`config.mk`:
```
export PLATFORM = sky130hd
export DESIGN_NAME = dropout_array_flat
export DESIGN_NICKNAME = d
export VERILOG_FILES = /design/src/rtl/dropout_pkg.sv /design/src/rtl/dropout_array_if.sv /design/src/rtl/dropout_lfsr.sv /design/src/rtl/dropout_array.sv /design/src/flat_wrapper.sv
export SDC_FILE = /design/constraint.sdc
export NUM_CORES = 1
export LEC_CHECK = 0
export BUFFER_PORTS_ARGS = -buffer_cell sky130_fd_sc_hd__buf_4
export CORE_MARGIN = 1
export CORE_UTILIZATION = 60
export DETAILED_ROUTE_END_ITERATION = 6
export PLACE_DENSITY = 0.8
export SYNTH_ARGS = -nofsm -noshare
export SYNTH_HDL_FRONTEND = slang
export SYNTH_SLANG_ARGS = --single-unit
export TNS_END_PERCENT = 100
```
`constraint.sdc`:
```
create_clock -name clk -period 8.5 [get_ports clk]
set_input_delay 1.7 -clock clk [delete_from_list [all_inputs] [get_ports clk]]
set_output_delay 1.7 -clock clk [all_outputs]
set_load 0.03 [all_outputs]
```
`src/rtl/dropout_pkg.sv`:
```
// Shared constants and helpers for the dropout array: LFSR taps, lane seeding
// and the drop-counter width.
package dropout_pkg;

  localparam int          DROP_CNT_W     = 16;
  // x^16 + x^14 + x^13 + x^11 + 1 -> feedback from bits 15, 13, 12, 10
  localparam logic [15:0] LFSR_TAPS      = 16'hB400;
  localparam logic [15:0] LANE_SEED_MULT = 16'h9E37;

  // Decorrelate lanes from one base seed; an all-zero LFSR would lock up.
  function automatic logic [15:0] lane_seed(input logic [15:0] base, input int unsigned idx);
    logic [31:0] prod;
    logic [15:0] s;
    prod = idx * {16'h0000, LANE_SEED_MULT};
    s    = base ^ prod[15:0];
    if (s == 16'h0000) s = 16'h0001;
    return s;
  endfunction

endpackage

```
`src/rtl/dropout_array_if.sv`:
```
// Stream bus of the dropout array: input beat, masked output beat and lane mask.
interface dropout_array_if #(
  parameter int LANES  = 8,
  parameter int DATA_W = 1
);
  logic                      in_valid;
  logic                      in_ready;
  logic [LANES*DATA_W-1:0]   datain;
  logic                      out_valid;
  logic                      out_ready;
  logic [LANES*DATA_W-1:0]   dataout;
  logic [LANES-1:0]          mask;

  modport master (
    output in_valid, datain, out_ready,
    input  in_ready, out_valid, dataout, mask
  );

  modport slave (
    input  in_valid, datain, out_ready,
    output in_ready, out_valid, dataout, mask
  );
endinterface

```
`src/rtl/dropout_lfsr.sv`:
```
// One Fibonacci LFSR lane: shift left, parity of tapped bits enters bit 0.
module dropout_lfsr
  import dropout_pkg::*;
#(
  parameter int           W       = 16,
  parameter logic [W-1:0] RST_VAL = 16'h0001
) (
  input  logic         clk,
  input  logic         reset,
  input  logic         load,
  input  logic [W-1:0] load_val,
  input  logic         step,
  output logic [W-1:0] state
);

  logic fb;
  assign fb = ^(state & LFSR_TAPS[W-1:0]);

  always_ff @(posedge clk) begin
    if (reset)     state <= RST_VAL;
    else if (load) state <= load_val;
    else if (step) state <= {state[W-2:0], fb};
  end

endmodule

```
`src/rtl/dropout_array.sv`:
```
// Streaming random-dropout engine: per-lane LFSRs zero lanes with probability
// drop_prob/256, registered output with valid/ready and a saturating drop count.
module dropout_array
  import dropout_pkg::*;
#(
  parameter int          LANES  = 8,
  parameter int          DATA_W = 1,
  parameter int          LFSR_W = 16,
  parameter logic [15:0] SEED   = 16'hACE1
) (
  input  logic                  clk,
  input  logic                  reset,
  input  logic                  enable,
  input  logic                  mode,
  input  logic [7:0]            drop_prob,
  input  logic                  seed_load,
  input  logic [LFSR_W-1:0]     seed,
  dropout_array_if.slave        bus,
  output logic [DROP_CNT_W-1:0] drop_count
);

  localparam int CNT_W = $clog2(LANES + 1);

  logic [LANES-1:0][LFSR_W-1:0] lfsr_q;
  logic [LANES-1:0]             keep;
  logic [LANES*DATA_W-1:0]      masked;
  logic [LANES*DATA_W-1:0]      dataout_q;
  logic [LANES-1:0]             mask_q;
  logic                         out_valid_q;
  logic                         in_ready;
  logic                         accept;
  logic                         lfsr_load;
  logic                         lfsr_step;
  logic [CNT_W-1:0]             n_drop;
  logic [DROP_CNT_W:0]          cnt_sum;
  logic [DROP_CNT_W-1:0]        cnt_next;

  // in_ready depends on out_ready but never on in_valid
  assign in_ready  = enable && !seed_load && (!out_valid_q || bus.out_ready);
  assign accept    = enable && bus.in_valid && in_ready;
  assign lfsr_load = enable && seed_load;
  assign lfsr_step = accept && mode;

  for (genvar i = 0; i < LANES; i++) begin : g_lane
    localparam logic [15:0] RST16 = lane_seed(SEED, i);
    logic [15:0] ld16;
    assign ld16 = lane_seed(seed, i);

    dropout_lfsr #(
      .W       (LFSR_W),
      .RST_VAL (RST16[LFSR_W-1:0])
    ) u_lfsr (
      .clk      (clk),
      .reset    (reset),
      .load     (lfsr_load),
      .load_val (ld16[LFSR_W-1:0]),
      .step     (lfsr_step),
      .state    (lfsr_q[i])
    );

    assign keep[i] = !mode || (lfsr_q[i][7:0] >= drop_prob);
    assign masked[i*DATA_W +: DATA_W] = bus.datain[i*DATA_W +: DATA_W] & {DATA_W{keep[i]}};
  end

  always_comb begin
    n_drop = '0;
    for (int i = 0; i < LANES; i++) n_drop = n_drop + CNT_W'(~keep[i]);
  end

  assign cnt_sum  = {1'b0, drop_count} + (DROP_CNT_W + 1)'(n_drop);
  assign cnt_next = cnt_sum[DROP_CNT_W] ? '1 : cnt_sum[DROP_CNT_W-1:0];

  // A drain and a fresh accept in the same cycle keep out_valid high.
  always_ff @(posedge clk) begin
    if (reset) begin
      out_valid_q <= 1'b0;
      dataout_q   <= '0;
      mask_q      <= '0;
      drop_count  <= '0;
    end else if (enable) begin
      if (accept) begin
        out_valid_q <= 1'b1;
        dataout_q   <= masked;
        mask_q      <= keep;
        if (mode) drop_count <= cnt_next;
      end else if (bus.out_ready) begin
        out_valid_q <= 1'b0;
      end
    end
  end

  assign bus.in_ready  = in_ready;
  assign bus.out_valid = out_valid_q;
  assign bus.dataout   = dataout_q;
  assign bus.mask      = mask_q;

endmodule

```
`src/flat_wrapper.sv`:
```
// flat-port wrapper written by rule: the top's interface ports become plain ports
module dropout_array_flat import dropout_pkg::*;
#(
  parameter int          LANES  = 8,
  parameter int          DATA_W = 1,
  parameter int          LFSR_W = 16,
  parameter logic [15:0] SEED   = 16'hACE1
)
  (clk, reset, enable, mode, drop_prob, seed_load, seed, drop_count, bus_in_valid, bus_datain, bus_out_ready, bus_in_ready, bus_out_valid, bus_dataout, bus_mask);
  dropout_array_if #(.LANES(LANES), .DATA_W(DATA_W)) bus_i ();
  input  logic clk;
  input  logic reset;
  input  logic enable;
  input  logic mode;
  input  logic [7:0] drop_prob;
  input  logic seed_load;
  input  logic [LFSR_W-1:0] seed;
  output logic [DROP_CNT_W-1:0] drop_count;
  input wire logic [$bits(bus_i.in_valid)-1:0] bus_in_valid;
  input wire logic [$bits(bus_i.datain)-1:0] bus_datain;
  input wire logic [$bits(bus_i.out_ready)-1:0] bus_out_ready;
  output wire logic [$bits(bus_i.in_ready)-1:0] bus_in_ready;
  output wire logic [$bits(bus_i.out_valid)-1:0] bus_out_valid;
  output wire logic [$bits(bus_i.dataout)-1:0] bus_dataout;
  output wire logic [$bits(bus_i.mask)-1:0] bus_mask;
  assign bus_i.in_valid = bus_in_valid;
  assign bus_i.datain = bus_datain;
  assign bus_i.out_ready = bus_out_ready;
  assign bus_in_ready = bus_i.in_ready;
  assign bus_out_valid = bus_i.out_valid;
  assign bus_dataout = bus_i.dataout;
  assign bus_mask = bus_i.mask;
  dropout_array #(.LANES(LANES), .DATA_W(DATA_W), .LFSR_W(LFSR_W), .SEED(SEED)) u_core (.clk(clk), .reset(reset), .enable(enable), .mode(mode), .drop_prob(drop_prob), .seed_load(seed_load), .seed(seed), .bus(bus_i), .drop_count(drop_count));
endmodule
```
==> results_dict.tcl <==
set metrics [dict create \
    outcome "complete, no violations" \
    vias_per_cell 6.07 \
    fin_ws_ps 833 \
    cp.arrival_ps 8020 \
    ff2ff_path_depth 20 \
    fmax_mhz 130 \
    ys.flop_type "dfxtp_1" \
    final.setup_skew_ps 8.22 \
    wl_met3_um 1400 \
    min_period_ps 7670 \
    gp_congestion 0.877 \
    setup_viol 0 \
    synth_xor_area_share_pct 3.16 \
    syn-instance-count 1061 \
    cts.sinks 161 \
    holdBufCountCts 0 \
    grt_remaining_overflow 0 \
    grt_usage_pct 30.4 \
    cts_tree "yes" \
    clkSlewWorstSetupHoldPaths_ps 60 \
    rows 43 \
    power.density_nw_per_um2 198 \
    rsz0062_at_grt "no" \
    ys_ff_latch 161 \
    die-area_um2 14800 \
    synth_edf_count 0 \
    placed_cells 1255 \
    netlist_area_um2 8590 \
    drt_iter0_drc 716 \
    h-tree-depth 4 \
    cts-buffers-inserted 17 \
    seq_area_frac_synth_pct 37.5 \
    yosys-top-cells-area "dfxtp_1, nand2_1, ha_1" \
    grt_pass1_wl_um 35300 \
    nFillCells 1137 \
    worstSetupStartpointType "input pin" \
    wirelength_um 21900 \
    grt_start_max_net_pins 96 \
    synth.avg_cell_area_um2 8.10 \
    yosysWarnings 0 \
    reg2reg_to "u_core.drop_count[7]" \
    coreArea_um2 13900 \
    synth_top_cell_area_share_pct 37.5 \
    muxShareOfSynthArea_pct 0 \
    wl_met1_um 9890 \
    hold_path_class "flop to flop" \
    hold_ws_ps 457 \
    async_flop_share_pct 0 \
    io_buffers 72 \
    synth_top_family_by_area "simple AND/OR/NAND/NOR gates" \
    die_h_um 122 \
    syn2layout_area_growth_pct 13.9 \
    synthTopCellsByCount "nand2_1, dfxtp_1, a31oi_1" \
    clk_path_buf_depth 2 \
    ys_types 49 \
    slew_headroom_pct 31.1 \
    cts_root_buffer "clkbuf_16" \
    diodes 0 \
    wl_met2_um 9850 \
    worst_pin_slew_ps 1010 \
    clk_latency_ps 440 \
    vias 7813 \
    path_max_fanout 10 \
    r2r-start "u_core.g_lane[0].u_lfsr.state[0]" \
    finalCritPeriodShare_pct 90.2 \
    drive_gt1_share_pct 11.7 \
    p_leak_uw 0.00421 \
    critPathCaptureType "flop" \
    final-instance-count-excl-fill 1287 \
    postCtsSetupBuffers 0 \
    antenna_found_initial 0 \
    worstHoldStart "u_core.bus.dataout[4]" \
    final.setup.tns_ps 0 \
    die_width_um 122 \
    ant_nets 0 \
    post-route-drc-count 0 \
    drtPass1Iterations 5 \
    place.detailed.hpwl_um 14700 \
    pin_count 73 \
    hold_end "u_core.bus.dataout[4]" \
    ctsResizeCount 0 \
    synth_compound_area_share_pct 20.5 \
    holdPathStages 2 \
    topRoutingLayerUsed "met4" \
    critPathRequiredTime_ps 8860 \
    crit_type "input pin to flop" \
    synth_nets 1176 \
    ir_worst_vdd_mv 0.143 \
    grt_pass1_vias 6995 \
    wl_per_cell_um 17.0 \
    max_cap_violations 0 \
    post-synth-top-count-cell "nand2_1" \
    synth_top_area_cell "dfxtp_1" \
    final_net_count 1209 \
    slew_viol_final 0 \
    dp_slack_ps 427 \
    rrSetupSlack_ps 1780 \
    synth_fa_ha_area_share_pct 11.5 \
    hold_violations 0 \
    start_util_pct 61.7 \
    yosys.area_share.simple_pct 23.0 \
]
## cells by family (layout without fill, tap and decap cells)
kind of cell,Yosys count,count (layout)
AOI/OAI and AO/OA,257,257
adders and majority gates,76,76
xor gates and xnor gates,31,31
DFF,161,161
and+or+nand+nor,440,440
buffers and inverters,96,142
## worst max-delay path: stages
cell and delay [ps]:
buf_4 150, ha_1 290, or3b_2 460, o2111ai_1 120, a21oi_1 80, a2111oi_0 750, inv_1 170, fa_1 550
fa_1 520, fa_1 570, inv_1 40, ha_1 190, fa_1 510, inv_1 60, fa_1 430, nand2b_1 180
o2bb2ai_1 200, or4_4 620, and4_4 220, a211oi_2 190
## worst max-delay path by stage
stage	startpoint	endpoint	slack, ps	cells past startpoint
finish	drop_prob[0]	u_core.drop_count[7]	830	20
global route	drop_prob[0]	u_core.drop_count[14]	380	20
CTS	drop_prob[1]	u_core.drop_count[7]	840	21
detailed placement	drop_prob[1]	u_core.drop_count[7]	430	21
global placement	drop_prob[0]	u_core.drop_count[7]	550	20
floorplan	drop_prob[1]	u_core.drop_count[7]	1140	21
## layer usage
metal,track usage (%),up-vias
met5,0,-
met2,47.1,278
met1,41.2,3671
met3,5.06,49
met4,14.5,0
li1,-,3815
## flip-flops by register name (all words and copies together) (netlist names)
signal,count
u_core.bus.dataout,8
u_core.bus.mask,8
u_core.bus.out_valid,1
u_core.drop_count,16
u_core.g_lane.u_lfsr.state,128
## cell type report
cell class / count / area, µm² / share of cell area, %
Clock buffer: 18 / 429 / 4.39
Clock inverter: 14 / 179 / 1.83
Inverter: 30 / 113 / 1.15
Multi-Input combinational cell: 804 / 5010 / 51.3
Sequential cell: 161 / 3220 / 32.9
Tap cell: 180 / 225 / 2.30
Timing Repair Buffer: 80 / 601 / 6.14
## where the power goes
| part | internal [µW] | switching (µW) |
|---|---|---|
| logic | 130 | 174 |
| clock network | 466 | 330 |
| registers | 800 | 40.0 |
## placed cells by master (no fill, tap or decap), types with 5 or more instances in the layout
master | Yosys | final
nand2_1 | 264 | 263
dfxtp_1 | 161 | 161
buf_4 | 0 | 80
a31oi_1 | 73 | 73
ha_1 | 71 | 71
a21o_1 | 68 | 68
nand3_1 | 58 | 58
nor2_1 | 34 | 34
inv_1 | 30 | 30
a21oi_1 | 28 | 28
o21ai_0 | 21 | 21
xnor2_1 | 21 | 21
a211oi_1 | 20 | 20
clkbuf_16 | 0 | 17
nand3b_1 | 14 | 14
o2111ai_1 | 10 | 10
xor2_1 | 10 | 10
nor3_1 | 11 | 10
o21bai_1 | 9 | 9
nand4_1 | 8 | 8
nand2b_1 | 8 | 8
or2_2 | 8 | 8
nor2b_1 | 7 | 7
a2111oi_0 | 7 | 7
o211ai_1 | 6 | 6
and3_1 | 6 | 6
or3b_2 | 5 | 5
fa_1 | 5 | 5
## metrics by stage
| step | total power (µW) | cell area [µm²] | util, % |
|---|---|---|---|
| detailed placement | 1150 | 9180 | 65.9 |
| global placement | 1140 | 9180 | 65.9 |
| global route | 2020 | 9780 | 70.2 |
| floorplan | 1060 | 8590 | - |
| finish | 1940 | 9780 | 70.2 |
| CTS | 1940 | 9780 | 70.2 |
Power figures use the tool's default switching activity.
